===== src/rtl/mcpu_seq_alu_if.sv =====
// Handshake and data bundle between MCPU decode, the sequential ALU and writeback.
// The ALU takes the slave side; decode/writeback (or a testbench) takes the master side.
interface mcpu_seq_alu_if #(
  parameter int WORD_SIZE = 8,
  parameter int CMD_SIZE  = 3
);
  logic                 in_valid;
  logic                 in_ready;
  logic [CMD_SIZE-1:0]  opcode;
  logic [WORD_SIZE-1:0] r1;
  logic [WORD_SIZE-1:0] r2;
  logic                 out_valid;
  logic                 out_ready;
  logic [WORD_SIZE-1:0] out;
  logic                 carry;
  logic                 overflow;
  logic                 zero;
  logic                 negative;
  logic                 busy;

  modport master (
    output in_valid, opcode, r1, r2, out_ready,
    input  in_ready, out_valid, out, carry, overflow, zero, negative, busy
  );

  modport slave (
    input  in_valid, opcode, r1, r2, out_ready,
    output in_ready, out_valid, out, carry, overflow, zero, negative, busy
  );
endinterface


===== src/rtl/mcpu_seq_alu.sv =====
// Registered, valid/ready handshaked MCPU ALU: single-cycle logic/add/sub/shift ops
// and an iterative shift-add multiplier, one operation in flight at a time.
module mcpu_seq_alu #(
  parameter int WORD_SIZE = 8,
  parameter int CMD_SIZE  = 3
) (
  input  logic         clk,
  input  logic         rst_n,
  mcpu_seq_alu_if.slave bus
);
  localparam int CNT_W = $clog2(WORD_SIZE);
  localparam logic [CMD_SIZE-1:0] OP_MUL = 3'd7;

  typedef enum logic [1:0] {
    IDLE = 2'd0,
    EXEC = 2'd1,
    DONE = 2'd2
  } state_e;

  state_e state_q, state_d;

  logic [CMD_SIZE-1:0]    op_s;
  logic                   accept_s;
  logic                   last_s;
  logic [WORD_SIZE-1:0]   res_s;
  logic                   carry_s;
  logic                   ovf_s;
  logic [WORD_SIZE:0]     sum_s;
  logic [WORD_SIZE:0]     diff_s;
  logic [WORD_SIZE:0]     shl_s;
  logic [WORD_SIZE:0]     shr_s;

  logic [WORD_SIZE-1:0]   out_q;
  logic                   carry_q;
  logic                   ovf_q;
  logic                   zero_q;
  logic                   neg_q;
  logic [WORD_SIZE-1:0]   mplier_q;
  logic [2*WORD_SIZE-1:0] mcand_q;
  logic [2*WORD_SIZE-1:0] acc_q;
  logic [2*WORD_SIZE-1:0] acc_d;
  logic [CNT_W-1:0]       cnt_q;

  assign op_s     = bus.opcode;
  assign bus.in_ready = rst_n & ((state_q == IDLE) | ((state_q == DONE) & bus.out_ready));
  assign accept_s = bus.in_valid & bus.in_ready;
  assign last_s   = (state_q == EXEC) && (cnt_q == CNT_W'(WORD_SIZE - 1));
  assign acc_d    = mplier_q[0] ? (acc_q + mcand_q) : acc_q;

  assign bus.out_valid = (state_q == DONE);
  assign bus.busy      = (state_q == EXEC);
  assign bus.out       = out_q;
  assign bus.carry     = carry_q;
  assign bus.overflow  = ovf_q;
  assign bus.zero      = zero_q;
  assign bus.negative  = neg_q;

  // Single-cycle result and flags for opcodes 0-6.
  // Shifts go through a one-bit-wider word so the last bit shifted out lands in the spare bit.
  always_comb begin
    sum_s   = {1'b0, bus.r1} + {1'b0, bus.r2};
    diff_s  = {1'b0, bus.r1} - {1'b0, bus.r2};
    shl_s   = {1'b0, bus.r1} << bus.r2;
    shr_s   = {bus.r1, 1'b0} >> bus.r2;
    res_s   = '0;
    carry_s = 1'b0;
    ovf_s   = 1'b0;
    case (op_s)
      3'd0: res_s = bus.r1 & bus.r2;
      3'd1: res_s = bus.r1 | bus.r2;
      3'd2: res_s = bus.r1 ^ bus.r2;
      3'd3: begin
        res_s   = sum_s[WORD_SIZE-1:0];
        carry_s = sum_s[WORD_SIZE];
        ovf_s   = (bus.r1[WORD_SIZE-1] == bus.r2[WORD_SIZE-1]) &&
                  (sum_s[WORD_SIZE-1] != bus.r1[WORD_SIZE-1]);
      end
      3'd4: begin
        res_s   = diff_s[WORD_SIZE-1:0];
        carry_s = diff_s[WORD_SIZE];
        ovf_s   = (bus.r1[WORD_SIZE-1] != bus.r2[WORD_SIZE-1]) &&
                  (diff_s[WORD_SIZE-1] != bus.r1[WORD_SIZE-1]);
      end
      3'd5: begin
        res_s   = shl_s[WORD_SIZE-1:0];
        carry_s = shl_s[WORD_SIZE];
      end
      3'd6: begin
        res_s   = shr_s[WORD_SIZE:1];
        carry_s = shr_s[0];
      end
      default: res_s = '0;
    endcase
  end

  // State register.
  always_ff @(posedge clk or negedge rst_n) begin
    if (!rst_n) begin
      state_q <= IDLE;
    end else begin
      state_q <= state_d;
    end
  end

  // Next-state logic; an accept in DONE restarts exactly as it would from IDLE.
  always_comb begin
    state_d = state_q;
    case (state_q)
      IDLE: begin
        if (accept_s) state_d = (op_s == OP_MUL) ? EXEC : DONE;
        else          state_d = IDLE;
      end
      EXEC: begin
        if (last_s) state_d = DONE;
        else        state_d = EXEC;
      end
      DONE: begin
        if (accept_s)           state_d = (op_s == OP_MUL) ? EXEC : DONE;
        else if (bus.out_ready) state_d = IDLE;
        else                    state_d = DONE;
      end
      default: state_d = IDLE;
    endcase
  end

  // Result/flag registers and shift-add multiplier datapath.
  always_ff @(posedge clk or negedge rst_n) begin
    if (!rst_n) begin
      out_q    <= '0;
      carry_q  <= 1'b0;
      ovf_q    <= 1'b0;
      zero_q   <= 1'b0;
      neg_q    <= 1'b0;
      mplier_q <= '0;
      mcand_q  <= '0;
      acc_q    <= '0;
      cnt_q    <= '0;
    end else if (accept_s) begin
      if (op_s == OP_MUL) begin
        acc_q    <= '0;
        cnt_q    <= '0;
        mcand_q  <= {{WORD_SIZE{1'b0}}, bus.r1};
        mplier_q <= bus.r2;
      end else begin
        out_q   <= res_s;
        carry_q <= carry_s;
        ovf_q   <= ovf_s;
        zero_q  <= (res_s == '0);
        neg_q   <= res_s[WORD_SIZE-1];
      end
    end else if (state_q == EXEC) begin
      acc_q    <= acc_d;
      mcand_q  <= mcand_q << 1;
      mplier_q <= mplier_q >> 1;
      cnt_q    <= cnt_q + 1'b1;
      if (last_s) begin
        out_q   <= acc_d[WORD_SIZE-1:0];
        carry_q <= 1'b0;
        ovf_q   <= (acc_d[2*WORD_SIZE-1:WORD_SIZE] != '0);
        zero_q  <= (acc_d[WORD_SIZE-1:0] == '0);
        neg_q   <= acc_d[WORD_SIZE-1];
      end
    end
  end
endmodule

===== src/flat_wrapper.sv =====
// flat-port wrapper written by rule: the top's interface ports become plain ports
module mcpu_seq_alu_flat 
#(
  parameter int WORD_SIZE = 8,
  parameter int CMD_SIZE  = 3
)
  (clk, rst_n, bus_in_valid, bus_opcode, bus_r1, bus_r2, bus_out_ready, bus_in_ready, bus_out_valid, bus_out, bus_carry, bus_overflow, bus_zero, bus_negative, bus_busy);
  mcpu_seq_alu_if #(.WORD_SIZE(WORD_SIZE), .CMD_SIZE(CMD_SIZE)) bus_i ();
  input  logic clk;
  input  logic rst_n;
  input wire logic [$bits(bus_i.in_valid)-1:0] bus_in_valid;
  input wire logic [$bits(bus_i.opcode)-1:0] bus_opcode;
  input wire logic [$bits(bus_i.r1)-1:0] bus_r1;
  input wire logic [$bits(bus_i.r2)-1:0] bus_r2;
  input wire logic [$bits(bus_i.out_ready)-1:0] bus_out_ready;
  output wire logic [$bits(bus_i.in_ready)-1:0] bus_in_ready;
  output wire logic [$bits(bus_i.out_valid)-1:0] bus_out_valid;
  output wire logic [$bits(bus_i.out)-1:0] bus_out;
  output wire logic [$bits(bus_i.carry)-1:0] bus_carry;
  output wire logic [$bits(bus_i.overflow)-1:0] bus_overflow;
  output wire logic [$bits(bus_i.zero)-1:0] bus_zero;
  output wire logic [$bits(bus_i.negative)-1:0] bus_negative;
  output wire logic [$bits(bus_i.busy)-1:0] bus_busy;
  assign bus_i.in_valid = bus_in_valid;
  assign bus_i.opcode = bus_opcode;
  assign bus_i.r1 = bus_r1;
  assign bus_i.r2 = bus_r2;
  assign bus_i.out_ready = bus_out_ready;
  assign bus_in_ready = bus_i.in_ready;
  assign bus_out_valid = bus_i.out_valid;
  assign bus_out = bus_i.out;
  assign bus_carry = bus_i.carry;
  assign bus_overflow = bus_i.overflow;
  assign bus_zero = bus_i.zero;
  assign bus_negative = bus_i.negative;
  assign bus_busy = bus_i.busy;
  mcpu_seq_alu #(.WORD_SIZE(WORD_SIZE), .CMD_SIZE(CMD_SIZE)) u_core (.clk(clk), .rst_n(rst_n), .bus(bus_i));
endmodule

===== config.mk =====
export PLATFORM = sky130hd
export DESIGN_NAME = mcpu_seq_alu_flat
export DESIGN_NICKNAME = d
export VERILOG_FILES = /design/src/rtl/mcpu_seq_alu_if.sv /design/src/rtl/mcpu_seq_alu.sv /design/src/flat_wrapper.sv
export SDC_FILE = /design/constraint.sdc
export NUM_CORES = 1
export LEC_CHECK = 0
export ABC_AREA = 1
export BUFFER_PORTS_ARGS = -buffer_cell sky130_fd_sc_hd__buf_2
export CAP_MARGIN = 20
export CORE_MARGIN = 5
export CORE_UTILIZATION = 55
export DETAILED_ROUTE_END_ITERATION = 10
export PLACE_DENSITY = 0.84
export SYNTH_ARGS = -nofsm -noshare
export SYNTH_HDL_FRONTEND = slang
export SYNTH_SLANG_ARGS = --single-unit

===== constraint.sdc =====
create_clock -name clk -period 6 [get_ports clk]
set_input_delay 0.3 -clock clk [delete_from_list [all_inputs] [get_ports clk]]
set_output_delay 0.3 -clock clk [all_outputs]
set_load 0.02 [all_outputs]

==> impl_results.md <==
* Die X at 107 um
* Mapped Area at 5130 um2
* Crit share post-route at 47.5%
* Post-CTS Setup Inserts at 0
* Psw at 1.15 mW
* Share of layout cells above drive strength 1 at 8.65%
* Post-Route Setup TNS at 0 ns
* DP Wirelength at 11.6 mm
* First-pass GRT wire length at 25.1 mm
* CP Launch Type: input pin
* Area grow syn2layout at 5.83%
* Num rows at 35
* Yosys warning count at 0
* RSZ-0062 raised after global routing: false
* Post-place setup slack at 2.84 ns
* Final critical-path required period at 2.85 ns
* Reg2reg start: u_core.state_q[1]
* Hold Worst Slack at 0.104 ns
* Critical Path AT at 3.03 ns
* Unique cell type count in the Yosys netlist at 45
* CTS Hold Bufs at 0
* DRC viols at 0
* Max Used Layer: met4
* Largest net degree at the start of global routing at 58
* Crit path from: rst_n
* Remaining antenna violation count at 0
* Wire per inst at 16.8 um
* CTS root buffer: clkbuf_8
* I/O pins at 38
* CTS tree: done
* Final hold vios at 0
* PwrDens at 428 nW/um2
* Fillers at 852
* Number of max-cap violations at 0
* Run status: complete, no violations
* Via density at 6.02
* Met1 WL at 6.03 mm
* Avg Cell Area, Syn at 6.67 um2
* Combinational share of power at 57.4%
* Maximum vdd ir drop at 0.169 mV
* Clk network pwr share at 12.3%
* Worst-Skew Late Latency at 0.31 ns
* Fin nets at 853
* Sequential share of power at 30.2%
* DIE AREA at 11,400 um2
* Via count at 5,396
* Post-CTS Resized at 0
* Most frequent cells in the layout: 221 x nand2_1, 76 x nand3_1, 70 x inv_1
* Post-synthesis sequential area ratio at 27.3%
* Clock transition at path regs at 0.10 ns
* Actual slew at the worst max-slew pin at 0.865 ns
* Clock Skews at 0.00750 ns
* Commonest non-fill, non-tap cell in the layout: nand2_1
* Grt ovf at 0
* Kind of end point of the critical path: flip-flop
* Routed WL at 15.1 mm
* Gpl congestion at 0.953
* 1st-iter DRT viols at 508
* Final core utilization at 59.3%
* Switching share of total power at 49.3%
* GRT Resource Usage Total at 27.0%
* Initial Utilization at 56.1%
* Leak at 2.83 nW
* Post-Syn Nets at 837
* Flops & latches, synth at 56
* Die height at 107 um
* Worst r2r path cells at 9
* Clock buffer count from CTS at 5
* Longest Clk Path Bufs at 2
* Synth Instances at 770
* CP required at 6.18 ns
* Antenna diode count at 0
* Slew Viols, Final at 0
* H-tree Lvls at 2
* Crit Path Category: input pin to flip-flop
* Clock sink count at 56
* Max-slew headroom at 42.2%
* Synth top area share at 27.3%
* Synth area leader: dfrtp_1
* Setup violators final at 0
* Port Buffer Count at 37
* Core area at 9150 um2
* Hold WC Path Type: input pin to async pin
* Top cells by area, synth: dfrtp_1 27%, nand2_1 16%, ha_1 10%, nand3_1 7.4%, inv_1 5.1%
* Critical path peak fanout at 57
* Setup WS post-layout at 3.15 ns
* Pint at 1.18 mW
* Pre-antenna DRT Iters at 7
* Vias in the first global route at 5,206
* WL met3 at 984 um
* Antenna violations before repair at 0
* Max Fclk at 0.351 GHz
* Met2 WL at 7.11 mm
==> worst max-delay path, cell delays in order <==
cell      delay, ns
buf_2          0.09
buf_4          0.33
nand2_1        0.17
nor2_1         0.08
nand2_2        0.39
nor2_1         0.14
nor2_2         0.69
inv_2          0.48
o211ai_1       0.20
o21ai_0        0.10
==> power groups by stage <==
stage | sequential [mW] | clock (mW) | combinational, mW
CTS | 0.700 | 0.287 | 1.32
finish | 0.703 | 0.286 | 1.34
global route | 0.724 | 0.301 | 1.51
floorplan | 0.687 | 0 | 0.968
global placement | 0.701 | 0 | 1.28
detailed placement | 0.703 | 0 | 1.31
==> cell usage after synthesis (all sizes together) <==
library cell / n
inv: 80
o22a: 1
a22o: 2
nand4: 22
o2111ai: 2
o22ai: 14
o211ai: 7
fa: 3
nand3: 77
clkbuf: 9
nand2: 224
o311ai: 1
nand3b: 3
a21o: 4
xor2: 6
a22oi: 1
o21ai: 53
mux2i: 1
ha: 41
buf: 20
a221oi: 1
o21a: 5
a21oi: 46
xnor2: 5
a31oi: 15
or2: 3
dfrtp: 56
nor3: 4
a211oi: 1
nor2: 63
==> flip-flops by register name (all words and copies together), names as in the netlist <==
signal / flops
u_core.cnt_q: 3
u_core.bus.out: 8
u_core.acc_q: 16
u_core.mplier_q: 8
u_core.mcand_q: 16
u_core.state_q: 2
u_core.bus.carry: 1
u_core.bus.zero: 1
u_core.bus.overflow: 1
==> per-layer routing <==
layer	vias to the layer above	global-route usage [%]
met5	-	0
met4	0	16.2
met3	66	3.13
met2	279	44.7
met1	2433	33.9
li1	2618	-
==> worst paths after layout <==
check | endpoint | slack [ns]
max reg2reg | u_core.mcand_q[7] | 3.25
min reg2reg | u_core.cnt_q[0] | 0.51
max in group asynchronous | u_core.bus.out[1] | 5.42
min in group clk | u_core.mplier_q[4] | 0.28
min | u_core.acc_q[14] | 0.10
max | u_core.mcand_q[7] | 3.15
==> cell type report <==
cell class,count,area [um2],area share (%)
multi-input combinational,605,3270,60.1
sequential,56,1400,25.8
clock buffer,5,68.8,1.27
clock inverter,2,60.1,1.11
inverter,80,303,5.57
tap,111,139,2.56
timing repair buffer,38,193,3.55
==> logic make-up after synthesis <==
group	after synthesis	synth area share [%]
AND/OR/NAND/NOR	396	33.2
AO/OA/AOI/OAI	153	17.2
adder cells (fa/ha/maj)	44	11.2
XOR/XNOR	11	1.88
buffers and inverters	109	9.04
flip-flops	56	27.3
multiplexers	1	0.195
==> per-stage QoR <==
stage	power [mW]	area (um2)	std cells
2_1_floorplan	1.66	5130	770
3_3_place_gp	1.98	5300	890
3_5_place_dp	2.02	5300	890
4_1_cts	2.31	5430	897
5_1_grt	2.53	5430	897
6_report	2.32	5430	897
No activity file was read; power rests on OpenSTA's default activity.
